### config.mk
export PLATFORM = sky130hd
export DESIGN_NAME = uart_transceiver
export DESIGN_NICKNAME = d
export VERILOG_FILES = /design/src/rtl/uart_transceiver.sv
export SDC_FILE = /design/constraint.sdc
export NUM_CORES = 1
export LEC_CHECK = 0
export ABC_CLOCK_PERIOD_IN_PS = 4100
export CELL_PAD_IN_SITES_DETAIL_PLACEMENT = 2
export CELL_PAD_IN_SITES_GLOBAL_PLACEMENT = 2
export CORE_MARGIN = 5
export CORE_UTILIZATION = 42
export DETAILED_ROUTE_END_ITERATION = 10
export GPL_TIMING_DRIVEN = 0
export PLACE_DENSITY = 0.89
export SYNTH_ARGS = -nofsm -noshare
export SYNTH_HDL_FRONTEND = slang
export SYNTH_SLANG_ARGS = --single-unit
### constraint.sdc
create_clock -name clk -period 4.1 [get_ports clk]
set_input_delay 0.82 -clock clk [delete_from_list [all_inputs] [get_ports clk]]
set_output_delay 0.82 -clock clk [all_outputs]
set_load 0.02 [all_outputs]
### src/rtl/uart_transceiver.sv
// Full-duplex 8N1 UART: registered transmitter with a one-byte hold register,
// and a receiver with a 2-FF input synchronizer, start-glitch rejection and framing check.
module uart_transceiver #(
  parameter int CLK_FREQ = 50_000_000,
  parameter int BAUD     = 115200
) (
  input  logic       clk,
  input  logic       reset,
  input  logic       rx,
  input  logic [7:0] tx_data,
  input  logic       tx_start,
  output logic       tx,
  output logic [7:0] rx_data,
  output logic       rx_ready
);

  localparam int CLKS_PER_BIT = CLK_FREQ / BAUD;
  localparam int HALF_BIT     = CLKS_PER_BIT / 2;
  localparam int CNT_W        = $clog2(CLKS_PER_BIT) + 1;

  localparam logic [CNT_W-1:0] BIT_LAST  = CNT_W'(CLKS_PER_BIT - 1);
  localparam logic [CNT_W-1:0] HALF_LAST = CNT_W'(HALF_BIT - 1);
  // Leaves STOP one cycle before the nominal bit end so a back-to-back start
  // edge is seen by IDLE on time and receive phase does not drift frame to frame.
  localparam logic [CNT_W-1:0] STOP_LAST = CNT_W'(CLKS_PER_BIT + HALF_BIT - 2);
  localparam logic [CNT_W-1:0] CNT_ONE   = CNT_W'(1);

  typedef enum logic [1:0] {S_IDLE, S_START, S_DATA, S_STOP} state_e;

  // ---------------------------------------------------------------- transmitter
  state_e           tx_state_q, tx_state_d;
  logic [CNT_W-1:0] tx_cnt_q, tx_cnt_d;
  logic [2:0]       tx_bit_q, tx_bit_d;
  logic [7:0]       tx_shift_q, tx_shift_d;
  logic             tx_q, tx_d;
  logic [7:0]       hold_q, hold_d;
  logic             hold_valid_q, hold_valid_d;
  logic             launch;
  logic [7:0]       launch_byte;

  always_comb begin
    // NOTE: every signal assigned in this block gets a default first; a path
    // that leaves one unassigned would infer a latch.
    tx_state_d   = tx_state_q;
    tx_cnt_d     = tx_cnt_q;
    tx_bit_d     = tx_bit_q;
    tx_shift_d   = tx_shift_q;
    tx_d         = tx_q;
    hold_d       = hold_q;
    hold_valid_d = hold_valid_q;
    launch       = 1'b0;
    launch_byte  = tx_data;

    if (tx_start && tx_state_q != S_IDLE) begin
      hold_d       = tx_data;
      hold_valid_d = 1'b1;
    end

    unique case (tx_state_q)
      S_IDLE: begin
        if (tx_start) begin
          launch = 1'b1;
        end else if (hold_valid_q) begin
          launch       = 1'b1;
          launch_byte  = hold_q;
          hold_valid_d = 1'b0;
        end
      end
      S_START: begin
        if (tx_cnt_q == BIT_LAST) begin
          tx_cnt_d   = '0;
          tx_bit_d   = 3'd0;
          tx_state_d = S_DATA;
          tx_d       = tx_shift_q[0];
        end else begin
          tx_cnt_d = tx_cnt_q + CNT_ONE;
        end
      end
      S_DATA: begin
        if (tx_cnt_q == BIT_LAST) begin
          tx_cnt_d = '0;
          if (tx_bit_q == 3'd7) begin
            tx_state_d = S_STOP;
            tx_d       = 1'b1;
          end else begin
            tx_bit_d   = tx_bit_q + 3'd1;
            tx_shift_d = {1'b0, tx_shift_q[7:1]};
            tx_d       = tx_shift_q[1];
          end
        end else begin
          tx_cnt_d = tx_cnt_q + CNT_ONE;
        end
      end
      S_STOP: begin
        if (tx_cnt_q == BIT_LAST) begin
          // A request arriving in this last cycle supersedes the held byte.
          if (tx_start) begin
            launch       = 1'b1;
            hold_valid_d = 1'b0;
          end else if (hold_valid_q) begin
            launch       = 1'b1;
            launch_byte  = hold_q;
            hold_valid_d = 1'b0;
          end else begin
            tx_state_d = S_IDLE;
          end
        end else begin
          tx_cnt_d = tx_cnt_q + CNT_ONE;
        end
      end
      default: tx_state_d = S_IDLE;
    endcase

    if (launch) begin
      tx_state_d = S_START;
      tx_cnt_d   = '0;
      tx_shift_d = launch_byte;
      tx_d       = 1'b0;
    end
  end

  always_ff @(posedge clk or posedge reset) begin
    // NOTE: the hold register is reset along with its valid flag; it is a
    // single flop word, not a RAM, and a clean value keeps simulation free of X.
    if (reset) begin
      tx_state_q   <= S_IDLE;
      tx_cnt_q     <= '0;
      tx_bit_q     <= 3'd0;
      tx_shift_q   <= 8'h00;
      tx_q         <= 1'b1;
      hold_q       <= 8'h00;
      hold_valid_q <= 1'b0;
    end else begin
      // NOTE: non-blocking assignments so every flop samples pre-edge values.
      tx_state_q   <= tx_state_d;
      tx_cnt_q     <= tx_cnt_d;
      tx_bit_q     <= tx_bit_d;
      tx_shift_q   <= tx_shift_d;
      tx_q         <= tx_d;
      hold_q       <= hold_d;
      hold_valid_q <= hold_valid_d;
    end
  end

  assign tx = tx_q;

  // ---------------------------------------------------------------- receiver
  logic             rx_meta_q, rx_sync_q;
  state_e           rx_state_q, rx_state_d;
  logic [CNT_W-1:0] rx_cnt_q, rx_cnt_d;
  logic [2:0]       rx_bit_q, rx_bit_d;
  logic [7:0]       rx_shift_q, rx_shift_d;
  logic             stop_ok_q, stop_ok_d;
  logic [7:0]       rx_data_q, rx_data_d;
  logic             rx_ready_q, rx_ready_d;

  always_comb begin
    rx_state_d = rx_state_q;
    rx_cnt_d   = rx_cnt_q;
    rx_bit_d   = rx_bit_q;
    rx_shift_d = rx_shift_q;
    stop_ok_d  = stop_ok_q;
    rx_data_d  = rx_data_q;
    rx_ready_d = 1'b0;

    unique case (rx_state_q)
      S_IDLE: begin
        if (!rx_sync_q) begin
          rx_state_d = S_START;
          rx_cnt_d   = '0;
        end
      end
      S_START: begin
        if (rx_cnt_q == HALF_LAST) begin
          rx_cnt_d   = '0;
          rx_bit_d   = 3'd0;
          rx_state_d = rx_sync_q ? S_IDLE : S_DATA;
        end else begin
          rx_cnt_d = rx_cnt_q + CNT_ONE;
        end
      end
      S_DATA: begin
        if (rx_cnt_q == BIT_LAST) begin
          rx_cnt_d   = '0;
          rx_shift_d = {rx_sync_q, rx_shift_q[7:1]};
          if (rx_bit_q == 3'd7) begin
            rx_state_d = S_STOP;
          end else begin
            rx_bit_d = rx_bit_q + 3'd1;
          end
        end else begin
          rx_cnt_d = rx_cnt_q + CNT_ONE;
        end
      end
      S_STOP: begin
        if (rx_cnt_q == BIT_LAST) begin
          stop_ok_d = rx_sync_q;
        end
        if (rx_cnt_q == STOP_LAST) begin
          // On a framing error the counter parks here until the line is idle.
          if (stop_ok_q) begin
            rx_data_d  = rx_shift_q;
            rx_ready_d = 1'b1;
            rx_state_d = S_IDLE;
          end else if (rx_sync_q) begin
            rx_state_d = S_IDLE;
          end
        end else begin
          rx_cnt_d = rx_cnt_q + CNT_ONE;
        end
      end
      default: rx_state_d = S_IDLE;
    endcase
  end

  always_ff @(posedge clk or posedge reset) begin
    if (reset) begin
      rx_meta_q  <= 1'b1;
      rx_sync_q  <= 1'b1;
      rx_state_q <= S_IDLE;
      rx_cnt_q   <= '0;
      rx_bit_q   <= 3'd0;
      rx_shift_q <= 8'h00;
      stop_ok_q  <= 1'b0;
      rx_data_q  <= 8'h00;
      rx_ready_q <= 1'b0;
    end else begin
      rx_meta_q  <= rx;
      rx_sync_q  <= rx_meta_q;
      rx_state_q <= rx_state_d;
      rx_cnt_q   <= rx_cnt_d;
      rx_bit_q   <= rx_bit_d;
      rx_shift_q <= rx_shift_d;
      stop_ok_q  <= stop_ok_d;
      rx_data_q  <= rx_data_d;
      rx_ready_q <= rx_ready_d;
    end
  end

  assign rx_data  = rx_data_q;
  assign rx_ready = rx_ready_q;

endmodule

==> results.tsv, run 1 <==
stage	metric	value	unit
pwr	pwr-share-clk	32.0	%
pwr	p_comb_share	21.1	%
routing	drt_iter0_markers	106	
final_layout	final_common_cell	dfrtp_1	
timing	clock.fmax	338.9	MHz
yosys	yosys_warnings	0	
routing	wire_per_inst	22.74	um
clock_tree	ctsHtreeMaxLevel	3	
worst_setup_path	r2r-end	tx_shift_q[0]	
yosys	synth.distinct_cells	56	
final_layout	syn_to_final_growth	15.44	%
routing	num_vias	2934	
pwr	p_seq_share	46.9	%
clock_tree	clk_pin_slew	90	ps
floorplan	fp.dieW	102.2	um
grt	antenna_found_initial	0	
yosys	synth_xor_area_share	1.471	%
grt	grt-ovfl-total	0	
routing	ant_nets	0	
floorplan	core	0.008258	sq mm
yosys	synth_enable_flop_cells	0	
yosys	yosysSeqAreaShare	47.72	%
timing	worstMarginPinSlew	854.5	ps
clock_tree	cts.sinks	68	
yosys	synthesis.area	0.003573	sq mm
min_path	hold_start	rx_meta_q	
pwr	p_int	1.234	mW
routing	drc	0	
floorplan	start_util	43.27	%
placement	gp_congestion	0.8182	
yosys	synth-compound-area-share	14.25	%
clock_tree	clockBufferDepth	2	
yosys	synth_nets	368	
timing	finalCriticalPeriod	2950	ps
worst_setup_path	crit_fanout	7	
min_path	whs_path_depth	0	
worst_setup_path	end_kind	flop	
clock_tree	cts_tree	yes	
yosys	async_reset_ff_share	100.0	%
routing	via_per_inst	6.062	
yosys	ys_ff_latch	68	
pwr	power_switching_share	34.28	%
pwr	p_leak	1.759	nW
worst_setup_path	worstRegToRegCells	5	
pwr	finalPower	1.877	mW
final_layout	num-fill-cells	855	
worst_setup_path	crit_buf_inv	1	
timing	grt_setup_unrepaired	false	
floorplan	io_pins	22	
clock_tree	cts_made_buffers	9	
pwr	peakVddDrop	0.1799	mV
placement	portBuffers	21	
yosys	syn_inst	342	
worst_setup_path	arrival	3180	ps
pwr	power_switching	0.6435	mW
yosys	ys.flop_type	dfrtp_1	
worst_setup_path	worst-path-stages	6	
timing	period_share	71.96	%
clock_tree	cts_resized	0	
timing	setup_violations	0	
timing	slew_headroom	43.03	%
worst_setup_path	start_kind	primary input	
yosys	synth_top_family_by_area	simple AND/OR/NAND/NOR gates	
floorplan	die_y	102.2	um
worst_setup_path	slowest_delay	570	ps
clock_tree	cts_setup_buffers	0	
routing	routed_wl	11010	um
pwr	power_density	455.0	mW/mm^2
final_layout	diodes	0	
final_layout	nets	400	
yosys	avgSynthCellArea	10.45	sq um
grt	grt_max_degree	69	
grt	grtUsageTotal	23.20	%
worst_setup_path	critPathKind	primary input to flop	
yosys	synthSimpleGateAreaFrac	18.84	%
final_layout	layout_common_cells	dfrtp_1 (65), nand2_1 (29), nor2_1 (29)	
floorplan	rows	33	
worst_setup_path	reg2reg_slack	1710	ps
timing	timing.hold.ws	360.4	ps
clock_tree	cts_root_buf	clkbuf_8	
min_path	worst_hold_path.endpoint	rx_sync_q	
clock_tree	clkLatencyLatePin	370	ps
min_path	hold_class	flop to flop	
timing	drv_slew	0	
yosys	synthMuxAreaShare	10.40	%
grt	grt_pass1_wl	18460	um
worst_setup_path	cp_cell_sequence	clkdlybuf4s50_1 > nor2b_1 > nand4_1 > a221o_1 > a221oi_1 > a21oi_1	
worst_setup_path	crit_slowest_cell	clkdlybuf4s50_1	
clock_tree	ctsHoldBuffers	0	
timing	hold_viol	0	
floorplan	dieArea	0.01045	sq mm
routing	drtPass1Iterations	4	
worst_setup_path	cp.required	4330	ps
final_layout	drive_gt1_share	15.83	%
timing	finalSetupTns	0	ps
worst_setup_path	r2r-start	hold_valid_q	
worst_setup_path	cp_top_family	compound AO/OA/AOI/OAI gates	
status	status	finished clean	
job	maxCapViolCount	0	
yosys	synthAdderAreaFrac	4.902	%
timing	fin_worst_skew	19.50	ps
placement	dpl.hpwl	6995	um
grt	first_global_vias	3452	
==> worst max-delay path by stage <==
stage / start / to / slack [ps]
2_1_floorplan: reset / async pin / 1570
3_3_place_gp: reset / rx_shift_q[3] / 330
3_5_place_dp: tx_start / tx_shift_q[0] / 970
4_1_cts: tx_start / tx_shift_q[0] / 1270
5_1_grt: tx_start / tx_shift_q[0] / 1000
6_report: tx_start / tx_shift_q[0] / 1150
==> power by group through the flow <==
stage	sequential, mW	combinational [mW]	clock [mW]
5_1_grt	0.892	0.447	0.646
4_1_cts	0.876	0.402	0.621
3_3_place_gp	0.872	0.354	0
6_report	0.881	0.397	0.600
3_5_place_dp	0.882	0.380	0
2_1_floorplan	0.857	0.276	0
==> routing by layer <==
| metal | track usage (%) | up-vias | wire [um] |
|---|---|---|---|
| met4 | 12.01 | 0 | 410 |
| li1 | - | 1310 | - |
| met2 | 42.18 | 73 | 5976 |
| met1 | 25.32 | 1519 | 4285 |
| met5 | 0 | - | 0 |
| met3 | 4.778 | 32 | 331 |
==> registers in the layout, summed over array words and instances (netlist names), named ones only <==
| name | cells |
|---|---|
| rx_state_q | 1 |
| tx_bit_q | 3 |
| tx_cnt_q | 10 |
| hold_q | 8 |
| tx_shift_q | 8 |
| tx | 1 |
| rx_meta_q | 1 |
| stop_ok_q | 1 |
| rx_cnt_q | 10 |
| rx_sync_q | 1 |
| rx_shift_q | 8 |
| hold_valid_q | 1 |
| rx_data | 8 |
| tx_state_q | 2 |
| rx_ready | 1 |
| rx_bit_q | 3 |
==> cells in the mapped netlist, types with 4 or more instances <==
library cell	number	area [sq um]
or4_1	4	30.03
o21ai_0	20	100.1
a22o_1	6	52.55
nand3_1	14	70.07
nor2b_1	4	25.02
mux2i_1	9	90.09
dfrtp_1	65	1627
nand2_1	29	108.9
nor3_1	9	45.04
mux2_2	25	281.5
and3_1	4	25.02
nand2b_1	7	43.79
nor2_1	29	108.9
ha_1	14	175.2
xnor2_1	4	35.03
inv_1	8	30.03
clkbuf_1	9	33.78
a21oi_1	18	90.09
a221oi_1	7	61.31
nand4_1	4	25.02
==> cell families (layout without fill, tap and decap cells) <==
family | count (synthesis) | in the layout
xor+xnor | 6 | 6
fa+ha+maj | 14 | 14
buf+inv | 21 | 58
simple gates | 124 | 124
compound gates | 75 | 75
flops | 68 | 68
mux | 34 | 34
==> through the flow <==
stage / cells / utilization, % / instance area (sq um) / worst slack, ps
after CTS: 484 / 49.95 / 4125 / 1272
after global routing: 484 / 49.95 / 4125 / 997.1
after global placement: 468 / 47.41 / 3915 / 333.4
final: 484 / 49.95 / 4125 / 1150
after floorplan: 342 / - / 3573 / 1573
after detailed placement: 468 / 47.44 / 3918 / 973.0
==> final cells by class <==
class | count | area, sq um | area share, %
clock buffers | 9 | 123.9 | 3.003
clock inverters | 7 | 83.83 | 2.032
inverters | 8 | 32.53 | 0.7886
repair buffers | 21 | 210.2 | 5.096
flip-flops and latches | 68 | 1705 | 41.34
well taps | 105 | 131.4 | 3.185
plain buffers | 13 | 56.30 | 1.365
multi-input cells | 253 | 1782 | 43.19
Power figures use the tool's default switching activity.
==> run 2: changes to the inputs <==
==> config.mk (replaced) <==
export PLATFORM = sky130hd
export DESIGN_NAME = uart_transceiver
export DESIGN_NICKNAME = d
export VERILOG_FILES = /design/src/rtl/uart_transceiver.sv
export SDC_FILE = /design/constraint.sdc
export NUM_CORES = 1
export LEC_CHECK = 0
export ABC_CLOCK_PERIOD_IN_PS = 2900
export CELL_PAD_IN_SITES_DETAIL_PLACEMENT = 2
export CELL_PAD_IN_SITES_GLOBAL_PLACEMENT = 2
export CORE_MARGIN = 5
export CORE_UTILIZATION = 39
export DETAILED_ROUTE_END_ITERATION = 10
export GPL_TIMING_DRIVEN = 0
export PLACE_DENSITY = 0.84
export SYNTH_ARGS = -nofsm -noshare
export SYNTH_HDL_FRONTEND = slang
export SYNTH_SLANG_ARGS = --single-unit
==> constraint.sdc (replaced) <==
create_clock -name clk -period 2.9 [get_ports clk]
set_input_delay 0.58 -clock clk [delete_from_list [all_inputs] [get_ports clk]]
set_output_delay 0.58 -clock clk [all_outputs]
set_load 0.02 [all_outputs]
==> run 2 against run 1 <==
Register-to-register slack worse by 1100 ps. Utilization is 4.7 points lower. Sequential cell count stayed put. Global-route usage is 4.2 points lower. Sequential power is 40% higher. Critical path depth stayed put. Clock power is 22% higher. First-iteration DRC count is 54% lower. Design area is 0.64% lower. Total power is 33% higher. Critical path type unchanged. Critical endpoint unchanged.
==> results.tsv, run 2 (synthesized netlist as in run 1, its figures left out) <==
stage	metric	value	unit	change
worst_setup_path	crit_buf_inv	1		unchanged
worst_setup_path	worstRegToRegCells	8		was 5
timing	grt_setup_unrepaired	false		unchanged
timing	fin_worst_skew	8.988	ps	was 19.50 ps
final_layout	diodes	0		unchanged
timing	setup_violations	0		unchanged
pwr	p_leak	1.750	nW	was 1.759 nW
routing	routed_wl	9896	um	was 11010 um
worst_setup_path	slowest_delay	550	ps	was 570 ps
placement	dpl.hpwl	6709	um	was 6995 um
worst_setup_path	r2r-start	tx_state_q[0]		was hold_valid_q
worst_setup_path	crit_slowest_cell	clkdlybuf4s50_1		unchanged
timing	drv_slew	0		unchanged
min_path	hold_start	rx_meta_q		unchanged
pwr	power_switching_share	34.11	%	was 34.28%
min_path	whs_path_depth	0		unchanged
worst_setup_path	start_kind	primary input		unchanged
timing	period_share	86.07	%	
pwr	p_seq_share	49.3	%	was 46.9%
routing	drtPass1Iterations	4		unchanged
clock_tree	ctsHoldBuffers	0		unchanged
grt	first_global_vias	3262		was 3452
routing	drt_iter0_markers	49		was 106
pwr	peakVddDrop	0.2845	mV	was 0.1799 mV
worst_setup_path	critPathKind	primary input to flop		unchanged
clock_tree	cts_tree	yes		unchanged
timing	timing.hold.ws	363.8	ps	was 360.4 ps
floorplan	rows	35		was 33
final_layout	syn_to_final_growth	14.71	%	was 15.44%
final_layout	layout_common_cells	dfrtp_1 (65), nand2_1 (29), nor2_1 (29)		unchanged
floorplan	io_pins	22		unchanged
routing	wire_per_inst	20.20	um	was 22.74 um
grt	antenna_found_initial	0		unchanged
placement	gp_congestion	0.7796		was 0.8182
grt	grt-ovfl-total	0		unchanged
final_layout	num-fill-cells	967		was 855
clock_tree	clk_pin_slew	80	ps	was 90 ps
worst_setup_path	end_kind	flop		unchanged
worst_setup_path	crit_fanout	7		unchanged
final_layout	reg_top3	rx_cnt_q: 10 flops, tx_cnt_q: 10 flops		unchanged
clock_tree	cts_root_buf	clkbuf_8		unchanged
timing	setup_slack	403.9	ps	was 1150 ps
timing	finalCriticalPeriod	2496	ps	
pwr	p_comb_share	21.4	%	was 21.1%
worst_setup_path	cp.required	3130	ps	was 4330 ps
worst_setup_path	arrival	2720	ps	was 3180 ps
clock_tree	ctsHtreeMaxLevel	3		unchanged
min_path	hold_class	flop to flop		unchanged
routing	via_per_inst	5.739		was 6.062
floorplan	start_util	39.42	%	was 43.27%
placement	portBuffers	21		unchanged
timing	clock.fmax	400.6	MHz	
final_layout	nets	400		unchanged
job	maxCapViolCount	0		unchanged
worst_setup_path	reg2reg_slack	580	ps	was 1710 ps
pwr	power_density	609.2	mW/mm^2	was 455.0 mW/mm^2
worst_setup_path	cp_cell_sequence	clkdlybuf4s50_1 > nor2b_1 > nand4_1 > a221o_1 > a221oi_1 > a21oi_1		unchanged
pwr	p_int	1.645	mW	was 1.234 mW
clock_tree	cts_made_buffers	9		unchanged
placement	place_ws	112.9	ps	was 973.0 ps
worst_setup_path	worst-path-stages	6		unchanged
worst_setup_path	r2r-end	tx_cnt_q[5]		was tx_shift_q[0]
timing	hold_viol	0		unchanged
floorplan	die_y	105.7	um	was 102.2 um
routing	num_vias	2812		was 2934
final_layout	drive_gt1_share	15.83	%	unchanged
grt	grt_max_degree	69		unchanged
floorplan	core	0.009065	sq mm	was 0.008258 sq mm
grt	grt_pass1_wl	16700	um	was 18460 um
clock_tree	clockBufferDepth	2		unchanged
clock_tree	cts_setup_buffers	0		unchanged
clock_tree	cts_resized	0		unchanged
timing	slew_headroom	43.01	%	was 43.03%
final_layout	final_common_cell	dfrtp_1		unchanged
routing	ant_nets	0		unchanged
min_path	worst_hold_path.endpoint	rx_sync_q		unchanged
timing	worstMarginPinSlew	854.8	ps	was 854.5 ps
pwr	pwr-share-clk	29.3	%	was 32.0%
worst_setup_path	cp_top_family	compound AO/OA/AOI/OAI gates		unchanged
clock_tree	cts.sinks	68		unchanged
clock_tree	clkLatencyLatePin	360	ps	was 370 ps
grt	grtUsageTotal	18.96	%	was 23.20%
status	status	finished clean		unchanged
worst_setup_path	crit_path_start	tx_start		unchanged
routing	drc	0		unchanged
floorplan	fp.dieW	105.7	um	was 102.2 um
floorplan	dieArea	0.01118	sq mm	was 0.01045 sq mm
pwr	power_switching	0.8517	mW	was 0.6435 mW
## run 2: cell types whose count changed in the layout (fill, tap and decap cells not counted), sizes merged
cell and change:
clkinvlp -1, inv -1, bufinv -1, clkinv +3
## run 2: final cells by class
| type | instances | area (sq um) | area share, % |
|---|---|---|---|
| clock inverters | 7 | 50.05 | 1.221 |
| well taps | 111 | 138.9 | 3.388 |
| repair buffers | 21 | 210.2 | 5.128 |
| clock buffers | 9 | 123.9 | 3.022 |
| inverters | 8 | 32.53 | 0.7937 |
| multi-input cells | 253 | 1782 | 43.47 |
| flip-flops and latches | 68 | 1705 | 41.61 |
| plain buffers | 13 | 56.30 | 1.374 |
## run 2: worst reg2reg max path, stage by stage (launching register included)
cell,delay (ps)
dfrtp_1,430
inv_1,100
ha_1,290
clkbuf_1,350
nor2_1,180
and2_1,230
or4_1,480
nand2_1,90
a22o_1,120
## run 2: worst max-delay path by stage
stage / to / slack, ps
6_report: tx_shift_q[0] / 400
5_1_grt: tx_shift_q[0] / 330
4_1_cts: tx_shift_q[0] / 440
3_5_place_dp: tx_shift_q[0] / 110
3_3_place_gp: tx_bit_q[2] / -670
2_1_floorplan: async pin / 610
## run 2: power by group through the flow
stage,clock (mW),combinational [mW],sequential (mW)
after floorplan,0,0.390,1.21
after global placement,0,0.502,1.23
after detailed placement,0,0.541,1.25
after CTS,0.755,0.546,1.23
after global routing,0.807,0.610,1.26
final,0.731,0.535,1.23
## run 2: metal layers
metal | up-vias | track usage (%) | routed length (um)
met5 | - | 0 | 0
met4 | 0 | 6.660 | 208
met3 | 16 | 3.797 | 236
li1 | 1319 | - | -
met2 | 33 | 35.66 | 5387
met1 | 1444 | 21.04 | 4065
## run 2: metrics by stage
step / utilization, % / std cells / cell area, sq um / power [mW] / setup TNS (ps)
final: 45.22 / 490 / 4099 / 2.497 / 0
after global placement: 43.27 / 474 / 3923 / 1.736 / -43180
after floorplan: - / 342 / 3573 / 1.602 / 0
after global routing: 45.22 / 490 / 4099 / 2.674 / 0
after CTS: 45.22 / 490 / 4099 / 2.531 / 0
after detailed placement: 43.30 / 474 / 3925 / 1.789 / 0
==> run 3: changes to the inputs <==
--- a/config.mk
+++ b/config.mk
@@ -10,9 +10,11 @@
 export CELL_PAD_IN_SITES_GLOBAL_PLACEMENT = 2
 export CORE_MARGIN = 5
 export CORE_UTILIZATION = 39
+export CTS_CLUSTER_SIZE = 40
 export DETAILED_ROUTE_END_ITERATION = 10
 export GPL_TIMING_DRIVEN = 0
 export PLACE_DENSITY = 0.84
 export SYNTH_ARGS = -nofsm -noshare
 export SYNTH_HDL_FRONTEND = slang
 export SYNTH_SLANG_ARGS = --single-unit
+export TNS_END_PERCENT = 100
==> results of run 3 <==
Final layout, timing and power as in run 2 (identical DEF).
